--- src/rtl/result_streamer.sv ---
// Snapshot buffer that streams the valid N x M region of a matrix-multiply result over valid/ready.
// Optional macro RESULT_STREAM_PARITY_EN adds out_parity_o (XOR of out_data_o).
module result_streamer #(
  parameter int DATA_WIDTH = 32,
  parameter int MAX_DIM    = 4,
  parameter int DIM_WIDTH  = 3
) (
  input  logic                                  clk_i,
  input  logic                                  rst_ni,
  input  logic                                  done_i,
  input  logic [DATA_WIDTH*MAX_DIM*MAX_DIM-1:0] res_i,
  input  logic [DIM_WIDTH-1:0]                  dim_n_i,
  input  logic [DIM_WIDTH-1:0]                  dim_m_i,
  output logic                                  out_valid_o,
  input  logic                                  out_ready_i,
  output logic [DATA_WIDTH-1:0]                 out_data_o,
  output logic [DIM_WIDTH-1:0]                  out_row_o,
  output logic [DIM_WIDTH-1:0]                  out_col_o,
  output logic                                  out_last_o,
  output logic                                  busy_o,
  output logic                                  overflow_o
`ifdef RESULT_STREAM_PARITY_EN
  ,
  output logic                                  out_parity_o
`endif
);

  localparam int ELEMS = MAX_DIM * MAX_DIM;
  localparam int IDX_W = (ELEMS > 1) ? $clog2(ELEMS) : 1;

  typedef enum logic {IDLE, STREAM} state_e;

  state_e                  state_q;
  logic [DATA_WIDTH-1:0]   buf_q [ELEMS];
  logic [DIM_WIDTH-1:0]    row_q, col_q;
  logic [DIM_WIDTH-1:0]    n_max_q, m_max_q;
  logic                    overflow_q;

  logic                    streaming, xfer, row_end, at_last, finish, load;
  logic [IDX_W-1:0]        rd_idx;

  // Dimensions are held as (dim - 1) after clamping 0 -> 1 and >MAX_DIM -> MAX_DIM.
  function automatic logic [DIM_WIDTH-1:0] dim_max(input logic [DIM_WIDTH-1:0] d);
    if (d == '0) return '0;
    else if (d > DIM_WIDTH'(MAX_DIM)) return DIM_WIDTH'(MAX_DIM - 1);
    else return d - DIM_WIDTH'(1);
  endfunction

  // Handshake: a beat moves on every cycle where out_valid_o && out_ready_i;
  // valid only drops after the last beat transfers, and ready is ignored while valid is low.
  assign streaming = (state_q == STREAM);
  assign xfer      = streaming && out_ready_i;
  assign row_end   = (col_q == m_max_q);
  assign at_last   = row_end && (row_q == n_max_q);
  assign finish    = xfer && at_last;
  assign load      = done_i && (!streaming || finish);
  assign rd_idx    = IDX_W'(row_q) * IDX_W'(MAX_DIM) + IDX_W'(col_q);

  always_ff @(posedge clk_i) begin
    if (!rst_ni) begin
      state_q    <= IDLE;
      row_q      <= '0;
      col_q      <= '0;
      n_max_q    <= '0;
      m_max_q    <= '0;
      overflow_q <= 1'b0;
      for (int k = 0; k < ELEMS; k++) buf_q[k] <= '0;
    end else begin
      if (load) begin
        for (int k = 0; k < ELEMS; k++) buf_q[k] <= res_i[k*DATA_WIDTH +: DATA_WIDTH];
        n_max_q <= dim_max(dim_n_i);
        m_max_q <= dim_max(dim_m_i);
      end

      if (load || finish) begin
        row_q <= '0;
        col_q <= '0;
      end else if (xfer) begin
        if (row_end) begin
          col_q <= '0;
          row_q <= row_q + DIM_WIDTH'(1);
        end else begin
          col_q <= col_q + DIM_WIDTH'(1);
        end
      end

      // A job arriving mid-stream is dropped; one landing on the last beat chains on.
      if (done_i && streaming && !finish) overflow_q <= 1'b1;

      unique case (state_q)
        IDLE:    if (load) state_q <= STREAM;
        STREAM:  if (finish && !load) state_q <= IDLE;
        default: state_q <= IDLE;
      endcase
    end
  end

  assign out_valid_o = streaming;
  assign busy_o      = streaming;
  assign out_data_o  = streaming ? buf_q[rd_idx] : '0;
  assign out_row_o   = streaming ? row_q : '0;
  assign out_col_o   = streaming ? col_q : '0;
  assign out_last_o  = streaming && at_last;
  assign overflow_o  = overflow_q;

`ifdef RESULT_STREAM_PARITY_EN
  assign out_parity_o = ^out_data_o;
`endif

endmodule

--- config.mk ---
export PLATFORM = sky130hd
export DESIGN_NAME = result_streamer
export DESIGN_NICKNAME = d
export VERILOG_FILES = /design/src/rtl/result_streamer.sv
export SDC_FILE = /design/constraint.sdc
export NUM_CORES = 1
export LEC_CHECK = 0
export CAP_MARGIN = 20
export CORE_ASPECT_RATIO = 0.75
export CORE_MARGIN = 4
export CORE_UTILIZATION = 25
export DETAILED_ROUTE_END_ITERATION = 8
export SLEW_MARGIN = 20
export SYNTH_ARGS = -nofsm -noshare
export SYNTH_HDL_FRONTEND = slang
export SYNTH_SLANG_ARGS = --single-unit
export TNS_END_PERCENT = 1
--- constraint.sdc ---
create_clock -name clk_i -period 14.1 [get_ports clk_i]
set_input_delay 2.82 -clock clk_i [delete_from_list [all_inputs] [get_ports clk_i]]
set_output_delay 2.82 -clock clk_i [all_outputs]
set_load 0.02 [all_outputs]
# ---- Word-level counts from Yosys, hierarchy flattened
# Memories as Yosys holds them, arrays and structs flattened.
# Index checks and enable logic that the tools add are counted.
# Widths: inputs -> output; s select.
dict set report totals {
  register_bits 14
  latch_bits 0
  mem_bits_rw 512
  mem_bits_ro 0
  in_bits 522
  output_inout_bits 42
  elab_cells 81
  memories 1
}
# memory depth word_bits read_ports rd_clocked_by_memory_dff wr line_no
set mem_list {}
lappend mem_list {buf_q 16 32 1 0 16 34} ;# logic [DATA_WIDTH-1:0] buf_q [ELEMS];
dict set report op_classes {
  addsub 5
  mul 0
  div 0
  magnitude_cmp 2
  eq_ne 2
  shift 0
  muxes 30
  n_bitwise 18
  reduce_logical 17
}
# op n
set op_table {}
lappend op_table {{$mux 32} 17}
lappend op_table {{$mux 3} 7}
lappend op_table {{$or 1x1->1} 16}
lappend op_table {{$logic_and 1x1->1} 8}
lappend op_table {{$add 3x1->3 const B} 2}
lappend op_table {{$eq 3x3->1} 2}
lappend op_table {{$gt 3x3->1 const B} 2}
lappend op_table {{$logic_not 3->1} 2}
lappend op_table {{$sub 3x1->3 const B} 2}
lappend op_table {{$mux 1} 5}
lappend op_table {{$add 4x3->4} 1}
lappend op_table {{$logic_not 1->1} 3}
lappend op_table {{$logic_or 1x1->1} 2}
lappend op_table {{$not 1->1} 2}
lappend op_table {{$pmux 1 s2} 1}
lappend op_table {{$reduce_and 2->1} 1}
lappend op_table {{$reduce_or 2->1} 1}

# ---- Depth between registers and ports, before layout
dict set report logic_depth {
  word_depth 9
  ltp_mapped 8
  ltp_nobuf 6
}

# ---- Least setup slack after synthesis
# No wires, ideal clock.
dict set report synth_path {
  kind {input-to-reg}
  from {in rst_ni}
  to {mem buf_q[0][0] (enable)}
  setup_time_ns 3.678
  arrival_ns 11.568
  required_time_ns 10.422
  path_slack_ns -1.146
  path_stages 3
  n_path_buf 2
  path_cell_list {clkbuf_1 > clkbuf_1 > nand2_1}
}
# element line_no
set synth_lines {}
lappend synth_lines {{start, declared} 9} ;# input logic rst_ni,
lappend synth_lines {{end, declared} 34}

# ---- Worst setup path in the final report
dict set report layout_path {
  from {reg col_q[0]}
  to {out out_data_o[22]}
}
dict set report layout_via {
  elab_chain_cells 3
}
# element line_no
set layout_rtl {}
lappend layout_rtl {{start, declared} 35} ;# logic [DIM_WIDTH-1:0] row_q, col_q;
lappend layout_rtl {{start signal, assigned} 83} ;# col_q <= col_q + DIM_WIDTH'(1);
lappend layout_rtl {{$add 4x3->4} 57} ;# assign rd_idx = IDX_W'(row_q) * IDX_W'(MAX_DIM) + IDX_W'(col_q);
lappend layout_rtl {{$mem_v2 16x32} -}
lappend layout_rtl {{$mux 32} 100} ;# assign out_data_o = streaming ? buf_q[rd_idx] : '0;
lappend layout_rtl {{end, declared} 16} ;# output logic [DATA_WIDTH-1:0] out_data_o,
# Every way passes these cells.

==> flow_metrics.py <==
metrics = {
    "worst_setup_path": {
        "crit_fanout": 43,
        "worst_ep_required_time_ps": 11280,
        "critical_path_arrival_ps": 4750,
        "timing.reg2reg.setup_slack_ps": 8530,
        "critPathLaunchType": "flop",
        "worst_setup_path_end_kind": "output port",
        "ff2ff_path_depth": 7,
        "timing.setup.critical_path_class": "reg -> out",
        "reg2reg_from": "col_q[0]$_SDFFE_PP0P_",
        "r2r-end": "buf_q[4][18]$_SDFFCE_PN0P_",
    },
    "synthesis": {
        "synth.top_cell.area_share": 0.649,
        "syn_inst": 1465,
        "synth_compound_gate_area_share": 0.0133,
        "syn-cell-area_um2": 23700,
        "synth.distinct_cells": 34,
        "post_synth_main_area_contributors": "sky130_fd_sc_hd__edfxtp_1 65%, sky130_fd_sc_hd__and2_1 14%, sky130_fd_sc_hd__mux4_2 12%",
        "synthDominantAreaCellType": "sky130_fd_sc_hd__edfxtp_1",
        "ys_warn_count": 0,
        "synth_fa_ha_area_frac": 0.00369,
        "synth-seq-area-share": 0.660,
        "ys_dominant_reg_cell": "sky130_fd_sc_hd__edfxtp_1",
        "flops_latches_synth": 526,
        "main_combinational_cell_family_by_area_after_synthesis": "multiplexers",
        "synth_simple_gate_area_share": 0.146,
        "synth_enable_flop_cells": 512,
        "share_of_synthesized_registers_carrying_an_async_set_or_reset": 0,
        "postSynthNetCount": 1994,
        "synth-xor-area-share": 0.00364,
        "syn_area_per_cell_um2": 16.2,
        "post_synth_mux_area_share": 0.152,
    },
    "clock_tree": {
        "ctsResizeCount": 0,
        "worstSkewPairLatency_ps": 600,
        "cts_tree": "done",
        "cts_root_buffer": "sky130_fd_sc_hd__clkbuf_16",
        "max-clock-path-buffers": 3,
        "cts-hold-fix-buffers": 0,
        "cts_setup_buffers": 0,
        "clock_sink_count": 526,
        "cts_inserted_buffers": 54,
        "clkTransAtPathRegs_ps": 70,
        "cts-htree-levels": 2,
    },
    "job": {
        "maxCapViolCount": 0,
    },
    "hold_path": {
        "worst_hold_path.endpoint": "overflow_o$_SDFFE_PN0P_",
        "holdPathStages": 2,
        "hold_wc_path_type": "reg -> reg",
        "min-delay-start": "overflow_o$_SDFFE_PN0P_",
    },
    "layout": {
        "layout.filler_cells": 8988,
        "final_nets": 2525,
        "final_cell_area_um2": 32400,
        "area.growth.synth_to_final_pct": 36.6,
        "fraction_of_layout_cells_with_a_size_suffix_above_1": 0.116,
        "final_cell_mix": "562 x sky130_fd_sc_hd__clkdlybuf4s50_1, 519 x sky130_fd_sc_hd__and2_1, 512 x sky130_fd_sc_hd__edfxtp_1",
        "layout.cells.most_common": "sky130_fd_sc_hd__clkdlybuf4s50_1",
    },
    "drt": {
        "vias": 14200,
        "post_drt_wl_per_cell_um": 21.5,
        "detailed_route_drc_error_count": 0,
        "detail_route.first_pass.iterations": 5,
        "drtIter0Drc": 1018,
        "vias_per_cell": 4.34,
        "drt.antenna.violating_nets": 0,
        "wire_length_reported_by_the_detailed_router_um": 70600,
    },
    "timing": {
        "final_worst_slack_ps": 6530,
        "final_max_slew_viol_count": 0,
        "finalClockSkew_ps": 22.2,
        "setup_total_negative_slack_ps": 0,
        "layout_min_cycle_time_ps": 7570,
        "final-hold-violation-count": 0,
        "timing.max_slew.rel_slack": 0.281,
        "worst-slew-pin-transition_ps": 1080,
        "rsz0062_at_grt": "false",
        "final.period_utilization": 0.537,
        "final_setup_violations": 0,
        "maximum_clock_frequency_mhz": 132,
    },
    "power_and_ir_drop": {
        "power.sequential.fraction": 0.502,
        "max-vdd-ir-drop_v": 0.0000752,
        "switching_share": 0.231,
        "power.leakage_nw": 11.3,
        "netSwitchingPower_mw": 0.915,
        "power.combinational.fraction": 0.133,
        "p_per_area_nw_per_um2": 122,
        "internal-power_mw": 3.05,
        "power_frac_clock": 0.365,
    },
    "placement": {
        "place_hpwl_um": 50300,
        "place_congestion": 0.835,
        "placement.cell_area_um2": 30600,
        "pre_cts_slack_ps": 6910,
        "port_buffers": 563,
    },
    "floorplanning": {
        "dieArea_um2": 99900,
        "placement_rows": 97,
        "floorplan.die.height_um": 275,
        "start_util": 0.253,
        "floorplan.core_area_um2": 93700,
        "design.portCount": 564,
        "fp.dieW_um": 364,
    },
    "global_route": {
        "track_usage": 0.136,
        "grt_antenna_before_repair": 27,
        "globalRoute.totalOverflow": 0,
        "grt_pass1_vias": 15400,
        "grt_first_pass_wirelength_um": 101000,
        "grt_start_max_net_pins": 153,
    },
    "outcome": {
        "result_of_the_run": "complete, no violations",
    },
}
## state kept, by name, summed over array words and instances (netlist names)
| register | flops |
|---|---|
| buf_q | 512 |
| n_max_q | 3 |
| m_max_q | 3 |
| busy_o | 1 |
| col_q | 3 |
| row_q | 3 |
| overflow_o | 1 |
## worst max-delay path, stage by stage (launching register included)
cell	delay (ps)
sky130_fd_sc_hd__dfxtp_4	730
sky130_fd_sc_hd__buf_4	660
sky130_fd_sc_hd__buf_4	790
sky130_fd_sc_hd__mux4_2	600
sky130_fd_sc_hd__mux2i_1	410
sky130_fd_sc_hd__o22ai_1	230
sky130_fd_sc_hd__clkdlybuf4s50_1	590
## power groups by stage
stage	Clock, mW	Sequential [mW]	Combinational [mW]
floorplan	0	2.04	0.278
global placement	0	2.02	0.531
detailed placement	0	2.03	0.537
CTS	1.50	2.00	0.541
global route	1.56	2.01	0.570
finish	1.45	1.99	0.526
## cell families after synthesis
kind of cell | after synthesis
simple gates | 563
flops | 526
compound gates | 48
xor+xnor | 9
mux | 199
buf+inv | 113
fa+ha+maj | 7
## Yosys cell counts, drive strengths merged (2+ instances only)
cell and count:
a21oi 4, and2 519, buf 30, clkbuf 75, dfxtp 14, edfxtp 512, ha 7, inv 8
mux2i 71, mux4 128, nand2 18, nand3 5, nor2 7, nor3 3, nor3b 3, nor4 2
o21ai 8, o22ai 32, or3 2, xnor2 6, xor2 3
## stage by stage
step / total power, mW / std cells / util / hold WS, ps
finish: 3.96 / 3284 / 0.346 / 460
CTS: 4.03 / 3276 / 0.345 / 470
global route: 4.14 / 3276 / 0.345 / 480
detailed placement: 2.57 / 3177 / 0.326 / 455
global placement: 2.55 / 3177 / 0.326 / 448
floorplan: 2.31 / 1465 / - / 450
## worst max-delay path by stage
stage	start	to	slack, ps	depth (start not counted)
after floorplan	rst_ni	buf_q[0][0]$_SDFFCE_PN0P_	4080	3
after global placement	col_q[0]$_SDFFE_PP0P_	out_data_o[22]	7020	6
after detailed placement	out_ready_i	buf_q[7][17]$_SDFFCE_PN0P_	6910	6
after CTS	col_q[0]$_SDFFE_PP0P_	out_data_o[22]	6240	6
after global routing	col_q[0]$_SDFFE_PP0P_	out_data_o[22]	6070	6
final	col_q[0]$_SDFFE_PP0P_	out_data_o[22]	6530	6
## metal layers
metal / wire [um] / vias to the layer above / track usage
met2: 35000 / 483 / 0.236
met1: 28000 / 7110 / 0.167
met5: 224 / - / 0
li1: - / 6514 / -
met4: 1140 / 36 / 0.0281
met3: 6190 / 106 / 0.0456
## cell type report
type	count	area (um^2)	share of cell area
well taps	1237	1550	0.0478
flip-flops and latches	526	15700	0.484
inverters	8	30.0	0.000927
clock buffers	64	1410	0.0436
repair buffers	580	5780	0.179
multi-input cells	826	7570	0.234
diodes	8	20.0	0.000618
clock inverters	35	350	0.0108
(Power assumes the default switching activity.)
